==> src/rtl/pipe_stage_reg.sv <==
// Pipeline stage register with valid/ready handshake and a back-pressure stall counter.
// Define PIPE_SKID_EN for the 2-entry skid build (registered in_ready); otherwise 1-entry.
module pipe_stage_reg #(
  parameter int unsigned WIDTH = 64,
  parameter int unsigned CNT_W = 16
) (
  input  logic             clk,
  input  logic             rst_n,
  input  logic             flush,
  input  logic             in_valid,
  output logic             in_ready,
  input  logic [WIDTH-1:0] in_data,
  output logic             out_valid,
  input  logic             out_ready,
  output logic [WIDTH-1:0] out_data,
  output logic [1:0]       occupancy,
  output logic [CNT_W-1:0] stall_cnt
);

`ifdef PIPE_SKID_EN
  typedef enum logic [1:0] {EMPTY = 2'd0, BUSY = 2'd1, FULL = 2'd2} state_t;
  logic [WIDTH-1:0] skid_q;
`else
  typedef enum logic [1:0] {EMPTY = 2'd0, BUSY = 2'd1} state_t;
`endif

  state_t           state_q, state_d;
  logic             ready_q;
  logic [WIDTH-1:0] main_q;
  logic             in_xfer, out_xfer;

  assign in_xfer  = in_valid && in_ready;
  assign out_xfer = out_valid && out_ready;
  assign out_data = main_q;

  always_ff @(posedge clk or negedge rst_n) begin
    if (!rst_n) begin
      state_q <= EMPTY;
      ready_q <= 1'b0;
    end else begin
      state_q <= state_d;
`ifdef PIPE_SKID_EN
      ready_q <= (state_d != FULL);
`else
      ready_q <= 1'b1;
`endif
    end
  end

  always_comb begin
    state_d = state_q;
    unique case (state_q)
      EMPTY: if (in_xfer) state_d = BUSY;
      BUSY: begin
        if (out_xfer && !in_xfer) state_d = EMPTY;
`ifdef PIPE_SKID_EN
        else if (in_xfer && !out_xfer) state_d = FULL;
`endif
      end
`ifdef PIPE_SKID_EN
      FULL: if (out_xfer) state_d = BUSY;
`endif
      default: state_d = EMPTY;
    endcase
    if (flush) state_d = EMPTY;
  end

  always_comb begin
    out_valid = (state_q != EMPTY);
    unique case (state_q)
      BUSY:    occupancy = 2'd1;
`ifdef PIPE_SKID_EN
      FULL:    occupancy = 2'd2;
`endif
      default: occupancy = 2'd0;
    endcase
`ifdef PIPE_SKID_EN
    in_ready = ready_q && !flush;
`else
    // ready_q only gates the first cycle after reset; the rest is pass-through
    in_ready = ready_q && !flush && (state_q == EMPTY || out_ready);
`endif
  end

  always_ff @(posedge clk) begin
    if (in_xfer && (!out_valid || out_xfer)) main_q <= in_data;
`ifdef PIPE_SKID_EN
    if (state_q == FULL && out_xfer) main_q <= skid_q;
    if (state_q == BUSY && in_xfer && !out_xfer) skid_q <= in_data;
`endif
  end

  always_ff @(posedge clk or negedge rst_n) begin
    if (!rst_n)
      stall_cnt <= '0;
    else if (out_valid && !out_ready && stall_cnt != '1)
      stall_cnt <= stall_cnt + CNT_W'(1);
  end

endmodule
==> config.mk <==
export PLATFORM = sky130hd
export DESIGN_NAME = pipe_stage_reg
export DESIGN_NICKNAME = d
export VERILOG_FILES = /design/src/rtl/pipe_stage_reg.sv
export SDC_FILE = /design/constraint.sdc
export NUM_CORES = 1
export LEC_CHECK = 0
export CORE_AREA = 2 2 86 88
export CTS_CLUSTER_DIAMETER = 40
export DETAILED_ROUTE_END_ITERATION = 6
export DIE_AREA = 0 0 88 90
export HOLD_SLACK_MARGIN = 0.1
export PLACE_DENSITY = 0.83
export SLEW_MARGIN = 20
export SYNTH_ARGS = -nofsm -noshare
export SYNTH_HDL_FRONTEND = slang
export SYNTH_SLANG_ARGS = --single-unit
==> constraint.sdc <==
create_clock -name clk -period 6 [get_ports clk]
set_input_delay 1.2 -clock clk [delete_from_list [all_inputs] [get_ports clk]]
set_output_delay 1.2 -clock clk [all_outputs]
set_load 0.01 [all_outputs]
==> impl_metrics.toml, run 1 <==
[critical_path]
startpoint_type = "primary input"
critPathCaptureType = "output port"
reg2reg_from = "state_q[0]"
criticalPathCategory = "primary input to output port"
path_cells = "clkdlybuf4s50_1, nand2b_1, and3b_1, clkdlybuf4s50_1"
cpPeakStageDelay_ps = 540
critical_path_required_ps = 4800
crit_fanout = 15
critPathLaunch = "out_ready"
arrival_ps = 2930
crit_path_top_delay_cell = "clkdlybuf4s50_1"
crit_top_cell = "clkdlybuf4s50_1"

[hold_path]
hold_path_class = "flip-flop to flip-flop"
hold_start = "stall_cnt[7]"

[sta]
worst_slack_ps = 1870
setup_tns_ps = 0
clock_skew_ps = 13.1
finalSetupViolCount = 0
period_minus_slack_ps = 4130
tightest_slew_ps = 944
hold_viol = 0
slew_headroom_pct = 37.1
slew_violations = 0
fmax_mhz = 242
fin_crit_sh_pct = 68.8
holdWs_ps = 498
rsz0062_at_grt = "false"

[clocking]
postCtsSetupRepairBufs = 0
clock_latency_ps = 340
cts_made_buffers = 9
h-tree-depth = 3
clockRootBuffer = "clkbuf_8"
cts_tree = "built"
postCtsResizedCells = 0
clock-sinks = 82
cts_buffer_depth = 2
cts.hold.buffers_added = 0
cts.clk_slew.worst_paths_ps = 80

[finish]
final_area_um2 = 4680
syn_to_final_growth_pct = 64.6
n_fill_cell = 511
drive_gt1_share_pct = 7.77
stdcell_count = 408
postLayoutCoreUtil_pct = 66.6
nets = 374
diodes = 0

[global_route]
track_usage_pct = 16.9
grt_max_degree = 42
antenna_found_initial = 0
grt_pass1_vias = 1989
grt_pass1_wl_um = 10100
overflow = 0

[die]
die-area_um2 = 7920
ioPinCount = 153
die_height_um = 90
initial_core_util_pct = 40.5
rows = 31
die_width_um = 88
fp.coreArea_um2 = 7020

[synthesis]
synthesis.instances = 145
ys_seq_area_share_pct = 83.5
synthSimpleGateAreaFrac_pct = 9.65
synth_compound_area_share_pct = 0.176
syn_avg_cell_area_um2 = 19.6
syn-num-nets = 215
synth_xor_area_share_pct = 4.63
synth_top_family_by_area = "simple AND/OR/NAND/NOR gates"
synth.top_cell.area_share_pct = 67.7
synth.mux.area_fraction_pct = 0.396
synth_warnings = 0
synth_area_um2 = 2840
synth_cell_types = 26
yosysTopAreaCell = "edfxtp_1"
synth.top_cells.by_area = "edfxtp_1 (68%), dfrtp_1 (16%), xor2_1 (4.6%)"
yosys.area_share.adder_pct = 0.441
yosys_register_bits = 82

[placement]
dp.cells = 392
dp.final_hpwl_um = 4920
place_congestion = 0.801
port_buffers = 151
pre_cts_ws_ps = 1880
placed_area_um2 = 4460

[pwr]
peakVddDrop_uv = 206
power_density_nw_per_um2 = 265
design_power_total_mw = 1.24
leakagePower_nw = 1.77

[detailed_routing]
via_count = 1851
drtAntennaViolNets = 0
drc = 0
wl_per_cell_um = 16.4
viasPerCell = 4.54
drtPass1Iterations = 4
drtIter0Drc = 85
routed_wirelength_um = 6680

[run]
drv_cap = 0

[status]
status = "complete, no violations"
==> path summary, 6_finish.rpt <==
path	to	slack (ps)	cells past startpoint
setup / recovery	in_ready	1870	4
hold / removal	stall_cnt[7]	500	1
setup reg to reg	out_data[18]	3330	4
hold reg to reg	stall_cnt[7]	500	1
max in group asynchronous	stall_cnt[13]	4150	1
min in group asynchronous	stall_cnt[15]	1330	1
==> layer usage <==
metal | vias to the layer above | global-route usage [%] | share of wire [%]
met4 | 0 | 6.79 | 0.88
met2 | 108 | 28.3 | 50
met1 | 882 | 19.9 | 40
li1 | 855 | - | -
met5 | - | 0 | 0
met3 | 6 | 5.14 | 9.3
==> layout by cell type (no fill, tap or decap), drive strengths merged <==
cell / n
a21oi: 1
and2: 2
and3: 4
and3b: 1
buf: 1
bufinv: 2
clkbuf: 10
clkdlybuf4s50: 151
clkinv: 2
clkinvlp: 1
conb: 2
dfrtp: 18
edfxtp: 64
ha: 1
inv: 1
mux2: 1
nand2: 7
nand2b: 1
nand3: 2
nand4: 4
nor2: 3
nor3: 5
nor3b: 2
nor4: 5
nor4b: 2
or3b: 1
xor2: 15
==> cells in the mapped netlist (all sizes together) <==
cell     n
and2     2
buf      3
clkbuf   1
nor3b    2
nand4    4
edfxtp  64
dfrtp   18
and3     4
and3b    1
a21oi    1
mux2     1
nor4b    2
nor4     5
nor3     5
or3b     1
nand2    7
nand3    2
conb     2
ha       1
xor2    15
nor2     3
nand2b   1
==> state kept, by name, summed over array words and instances, names as in the netlist <==
signal     count
out_data      64
stall_cnt     16
ready_q        1
state_q        1
==> report_power, final <==
| group | total [mW] | internal (mW) | switching, mW |
|---|---|---|---|
| registers | 0.664 | 0.642 | 0.0223 |
| logic | 0.142 | 0.0924 | 0.0500 |
| clock network | 0.433 | 0.236 | 0.196 |
| total | 1.24 | 0.970 | 0.269 |
==> layout make-up <==
| cell class | instances | area (um2) | area share (%) |
|---|---|---|---|
| flip-flops and latches | 82 | 2370 | 50.7 |
| multi-input cells | 59 | 443 | 9.47 |
| clock inverters | 6 | 90.1 | 1.93 |
| well taps | 99 | 124 | 2.65 |
| clock buffers | 10 | 128 | 2.73 |
| repair buffers | 152 | 1520 | 32.5 |
==> logic make-up after synthesis <==
family	after synthesis
other	2
muxes	1
and+or+nand+nor	39
buffers and inverters	4
DFF	82
xor gates and xnor gates	15
adders and majority gates	1
AOI/OAI and AO/OA	1
==> worst max-delay path, delay by kind of cell <==
kind	cells	cell delay, ps
buffers and inverters	2	980
and+or+nand+nor	2	740
Note: power is estimated with default switching activity, not from simulation.
==> inputs of run 2 (changes only) <==
--- a/config.mk
+++ b/config.mk
@@ -5,12 +5,12 @@
 export SDC_FILE = /design/constraint.sdc
 export NUM_CORES = 1
 export LEC_CHECK = 0
-export CORE_AREA = 2 2 86 88
+export CORE_AREA = 2 2 89 91
 export CTS_CLUSTER_DIAMETER = 40
 export DETAILED_ROUTE_END_ITERATION = 6
-export DIE_AREA = 0 0 88 90
+export DIE_AREA = 0 0 91 93
 export HOLD_SLACK_MARGIN = 0.1
-export PLACE_DENSITY = 0.83
+export PLACE_DENSITY = 0.78
 export SLEW_MARGIN = 20
 export SYNTH_ARGS = -nofsm -noshare
 export SYNTH_HDL_FRONTEND = slang
==> constraint.sdc (replaced) <==
create_clock -name clk -period 4.1 [get_ports clk]
set_input_delay 0.82 -clock clk [delete_from_list [all_inputs] [get_ports clk]]
set_output_delay 0.82 -clock clk [all_outputs]
set_load 0.01 [all_outputs]
==> run 2 against run 1 <==
Register-to-register slack got worse by 1300 ps. Die area rose by 6.9%. Critical path depth rose by 1. Sequential share of layout area rose by 0.082 points. Cell area fell by 0.16%. Utilization fell by 4.6 points.
==> impl_metrics.toml, run 2 (same netlist as run 1, synthesis figures left out) <==
[status]
status = "complete, no violations"

[placement]
dp.final_hpwl_um = 5550
pre_cts_ws_ps = 921
port_buffers = 151
place_congestion = 0.754

[hold_path]
hold_path_class = "flip-flop to flip-flop"
min_to = "stall_cnt[15]"
hold_start = "stall_cnt[15]"
hold_depth = 1

[clocking]
postCtsSetupRepairBufs = 0
clock_latency_ps = 350
postCtsResizedCells = 0
cts.hold.buffers_added = 0
cts.clk_slew.worst_paths_ps = 80
cts_tree = "built"
h-tree-depth = 3
clockRootBuffer = "clkbuf_8"
clock-sinks = 82
cts_made_buffers = 9
cts_buffer_depth = 2

[die]
die_width_um = 91
rows = 32
fp.coreArea_um2 = 7530
initial_core_util_pct = 37.7
ioPinCount = 153
die-area_um2 = 8460
die_height_um = 93

[critical_path]
startpoint_type = "primary input"
critPathCaptureType = "output port"
reg2reg_depth = 5
regToRegSetupSlack_ps = 2010
crit_fanout = 15
criticalPathCategory = "primary input to output port"
critical_path_required_ps = 3280
r2r-end = "stall_cnt[1]"
reg2reg_from = "stall_cnt[0]"
arrival_ps = 2340

[detailed_routing]
drc = 0
via_count = 1893
route.met3.wl_um = 695
wl_met1_um = 3120
wl_per_cell_um = 18.0
drtPass1Iterations = 5
drtAntennaViolNets = 0
viasPerCell = 4.59
top_layer = "met4"
wl_met2_um = 3450
routed_wirelength_um = 7410
drtIter0Drc = 89

[sta]
hold_viol = 0
rsz0062_at_grt = "false"
fin_crit_sh_pct = 77.2
period_minus_slack_ps = 3160
slew_violations = 0
clock_skew_ps = 14.3
tightest_slew_ps = 839
setup_tns_ps = 0
finalSetupViolCount = 0
worst_slack_ps = 935
slew_headroom_pct = 43.9
fmax_mhz = 316

[pwr]
power_density_nw_per_um2 = 376
peakVddDrop_uv = 301
leakagePower_nw = 1.76

[global_route]
track_usage_pct = 17.5
grt_max_degree = 65
grt_pass1_wl_um = 10800
antenna_found_initial = 0
grt_pass1_vias = 1825
overflow = 0

[finish]
postLayoutCoreUtil_pct = 62.0
syn_to_final_growth_pct = 64.4
diodes = 0
layout_common_cells = "clkdlybuf4s50_1 (151), edfxtp_1 (64), dfrtp_1 (18)"
nets = 375
layout_commonest_cell = "clkdlybuf4s50_1"
largest_register_ff_count = 64
drive_gt1_share_pct = 8.06

[run]
drv_cap = 0
run 2: worst max-delay path, cell delays in order:
cell and delay, ps:
clkdlybuf4s50_1 450, nand2b_1 100, buf_4 220, and3b_1 200, clkdlybuf4s50_1 560
run 2: per-stage QoR:
stage / hold slack [ps] / instance area (um2) / total power, mW / instances
2_1_floorplan: 490 / 2840 / 1.04 / 145
3_3_place_gp: 486 / 4470 / 1.19 / 396
3_5_place_dp: 488 / 4470 / 1.20 / 396
4_1_cts: 498 / 4670 / 1.78 / 412
5_1_grt: 539 / 4670 / 1.83 / 412
6_report: 494 / 4670 / 1.75 / 412
run 2: power by group:
part	total (mW)	internal, mW	switching, mW	leakage, nW
Sequential	0.972	0.939	0.0323	0.830
Combinational	0.208	0.135	0.0723	0.835
Clock	0.576	0.284	0.291	0.0939
run 2: how the worst max path moves through the flow:
stage               startpoint     endpoint  slack (ps)  cells after the start
floorplan            out_ready  out_data[0]         890                      3
global placement     out_ready     in_ready         980                      5
detailed placement   out_ready     in_ready         920                      5
CTS                  out_ready     in_ready         920                      5
global route         out_ready     in_ready         840                      5
finish               out_ready     in_ready         940                      5
run 2: area by class of cell:
cell class / count / area (um2)
multi-input cells: 59 / 443
fillers: 569 / 2860
clock buffers: 9 / 124
clock inverters: 7 / 75.1
flip-flops and latches: 82 / 2370
well taps: 102 / 128
repair buffers: 153 / 1530
run 2: per-layer routing:
layer | track usage (%) | up-vias
met4 | 6.31 | 0
met3 | 7.90 | 13
met2 | 27.0 | 100
li1 | - | 860
met1 | 21.8 | 920
met5 | 0 | -
==> inputs of run 3 (changes only) <==
==> constraint.sdc (replaced) <==
create_clock -name clk -period 3 [get_ports clk]
set_input_delay 0.6 -clock clk [delete_from_list [all_inputs] [get_ports clk]]
set_output_delay 0.6 -clock clk [all_outputs]
set_load 0.01 [all_outputs]
==> run 3 against run 2 <==
First-iteration DRC count stayed put. Non-clock buffer count is 3 higher. Wire length is 1.4% lower. Critical endpoint unchanged.
==> impl_metrics.toml, run 3 (same netlist as run 1, synthesis figures left out) <==
[placement]
pre_cts_ws_ps = 528
port_buffers = 151
place_congestion = 0.749
dp.final_hpwl_um = 5690

[die]
die-area_um2 = 8460
die_width_um = 91
die_height_um = 93
rows = 32
fp.coreArea_um2 = 7530
ioPinCount = 153
initial_core_util_pct = 37.7

[finish]
syn_to_final_growth_pct = 65.2
largest_register_ff_count = 64
diodes = 0
layout_commonest_cell = "clkdlybuf4s50_1"
drive_gt1_share_pct = 8.95
nets = 378
layout_common_cells = "clkdlybuf4s50_1 (151), edfxtp_1 (64), dfrtp_1 (18)"

[clocking]
clockRootBuffer = "clkbuf_8"
clock-sinks = 82
cts_tree = "built"
cts.clk_slew.worst_paths_ps = 80
cts_buffer_depth = 2
clock_latency_ps = 340
cts.hold.buffers_added = 0
postCtsResizedCells = 0
h-tree-depth = 3
postCtsSetupRepairBufs = 0
cts_made_buffers = 9

[sta]
slew_headroom_pct = 43.0
fmax_mhz = 405
clock_skew_ps = 4.70
tightest_slew_ps = 852
setup_tns_ps = 0
hold_viol = 0
slew_violations = 0
finalSetupViolCount = 0
worst_slack_ps = 530
rsz0062_at_grt = "false"
period_minus_slack_ps = 2470
fin_crit_sh_pct = 82.3

[global_route]
grt_pass1_vias = 1866
overflow = 0
grt_max_degree = 24
grt_pass1_wl_um = 10700
track_usage_pct = 17.1
antenna_found_initial = 0

[pwr]
leakagePower_nw = 1.77
power_density_nw_per_um2 = 495
peakVddDrop_uv = 317

[critical_path]
critPathCaptureType = "output port"
startpoint_type = "primary input"
criticalPathCategory = "primary input to output port"
arrival_ps = 1870
crit_fanout = 2
critical_path_required_ps = 2400

[detailed_routing]
drc = 0
via_count = 1867
drtAntennaViolNets = 0
viasPerCell = 4.50
drtPass1Iterations = 4
wl_per_cell_um = 17.6
routed_wirelength_um = 7300
drtIter0Drc = 89

[status]
status = "complete, no violations"

[hold_path]
hold_path_class = "flip-flop to flip-flop"

[run]
drv_cap = 0
## run 3: cell types whose count changed in the layout (fill, tap and decap cells not counted)
cell and change:
clkinv_1 -1, buf_12 +2, buf_4 +1, bufinv_16 -1, clkbuf_1 +1, clkinvlp_4 +1
## run 3: final timing paths
kind | startpoint | to | slack (ps) | cells past startpoint
hold reg to reg | stall_cnt[15] | stall_cnt[15] | 500 | 1
hold / removal | stall_cnt[15] | stall_cnt[15] | 500 | 1
setup / recovery | out_ready | in_ready | 530 | 4
setup reg to reg | stall_cnt[0] | stall_cnt[1] | 1070 | 6
max in group asynchronous | rst_n | stall_cnt[3] | 1730 | 1
min in group asynchronous | rst_n | stall_cnt[9] | 740 | 1
## run 3: worst max-delay path, stage by stage
cell and delay, ps:
clkdlybuf4s50_1 450, nand2b_1 110, and3b_1 170, clkdlybuf4s50_1 540
## run 3: cell type report
class	instances	area, um2
fillers	567	2830
flip-flops and latches	82	2370
repair buffers	156	1570
multi-input cells	59	443
clock buffers	10	128
well taps	102	128
clock inverters	6	48.8
## run 3: layer usage
layer  vias to the layer above  routed length (um)  track usage (%)  part of all wire, %
met1                       877                2920             21.4                   40
met5                         -                   0                0                    0
li1                        868                   -                -                    -
met2                       110                3460             26.5                   47
met4                         0                 170             7.45                  2.3
met3                        12                 747             6.69                   10
## run 3: per-stage QoR
stage               power (mW)  hold slack, ps  instances  cell area (um2)  utilization [%]
global placement          1.63             484        399             4520             60.0
finish                    2.32             500        415             4690             62.4
CTS                       2.36             505        415             4690             62.4
global route              2.42             536        415             4690             62.4
detailed placement        1.64             494        399             4520             60.0
floorplan                 1.42             304        145             2840                -
## run 3: power breakdown
group	switching, mW	leakage [nW]	internal (mW)
registers	0.0424	0.830	1.28
clock network	0.398	0.0795	0.308
logic	0.101	0.857	0.189
total	0.541	1.77	1.78
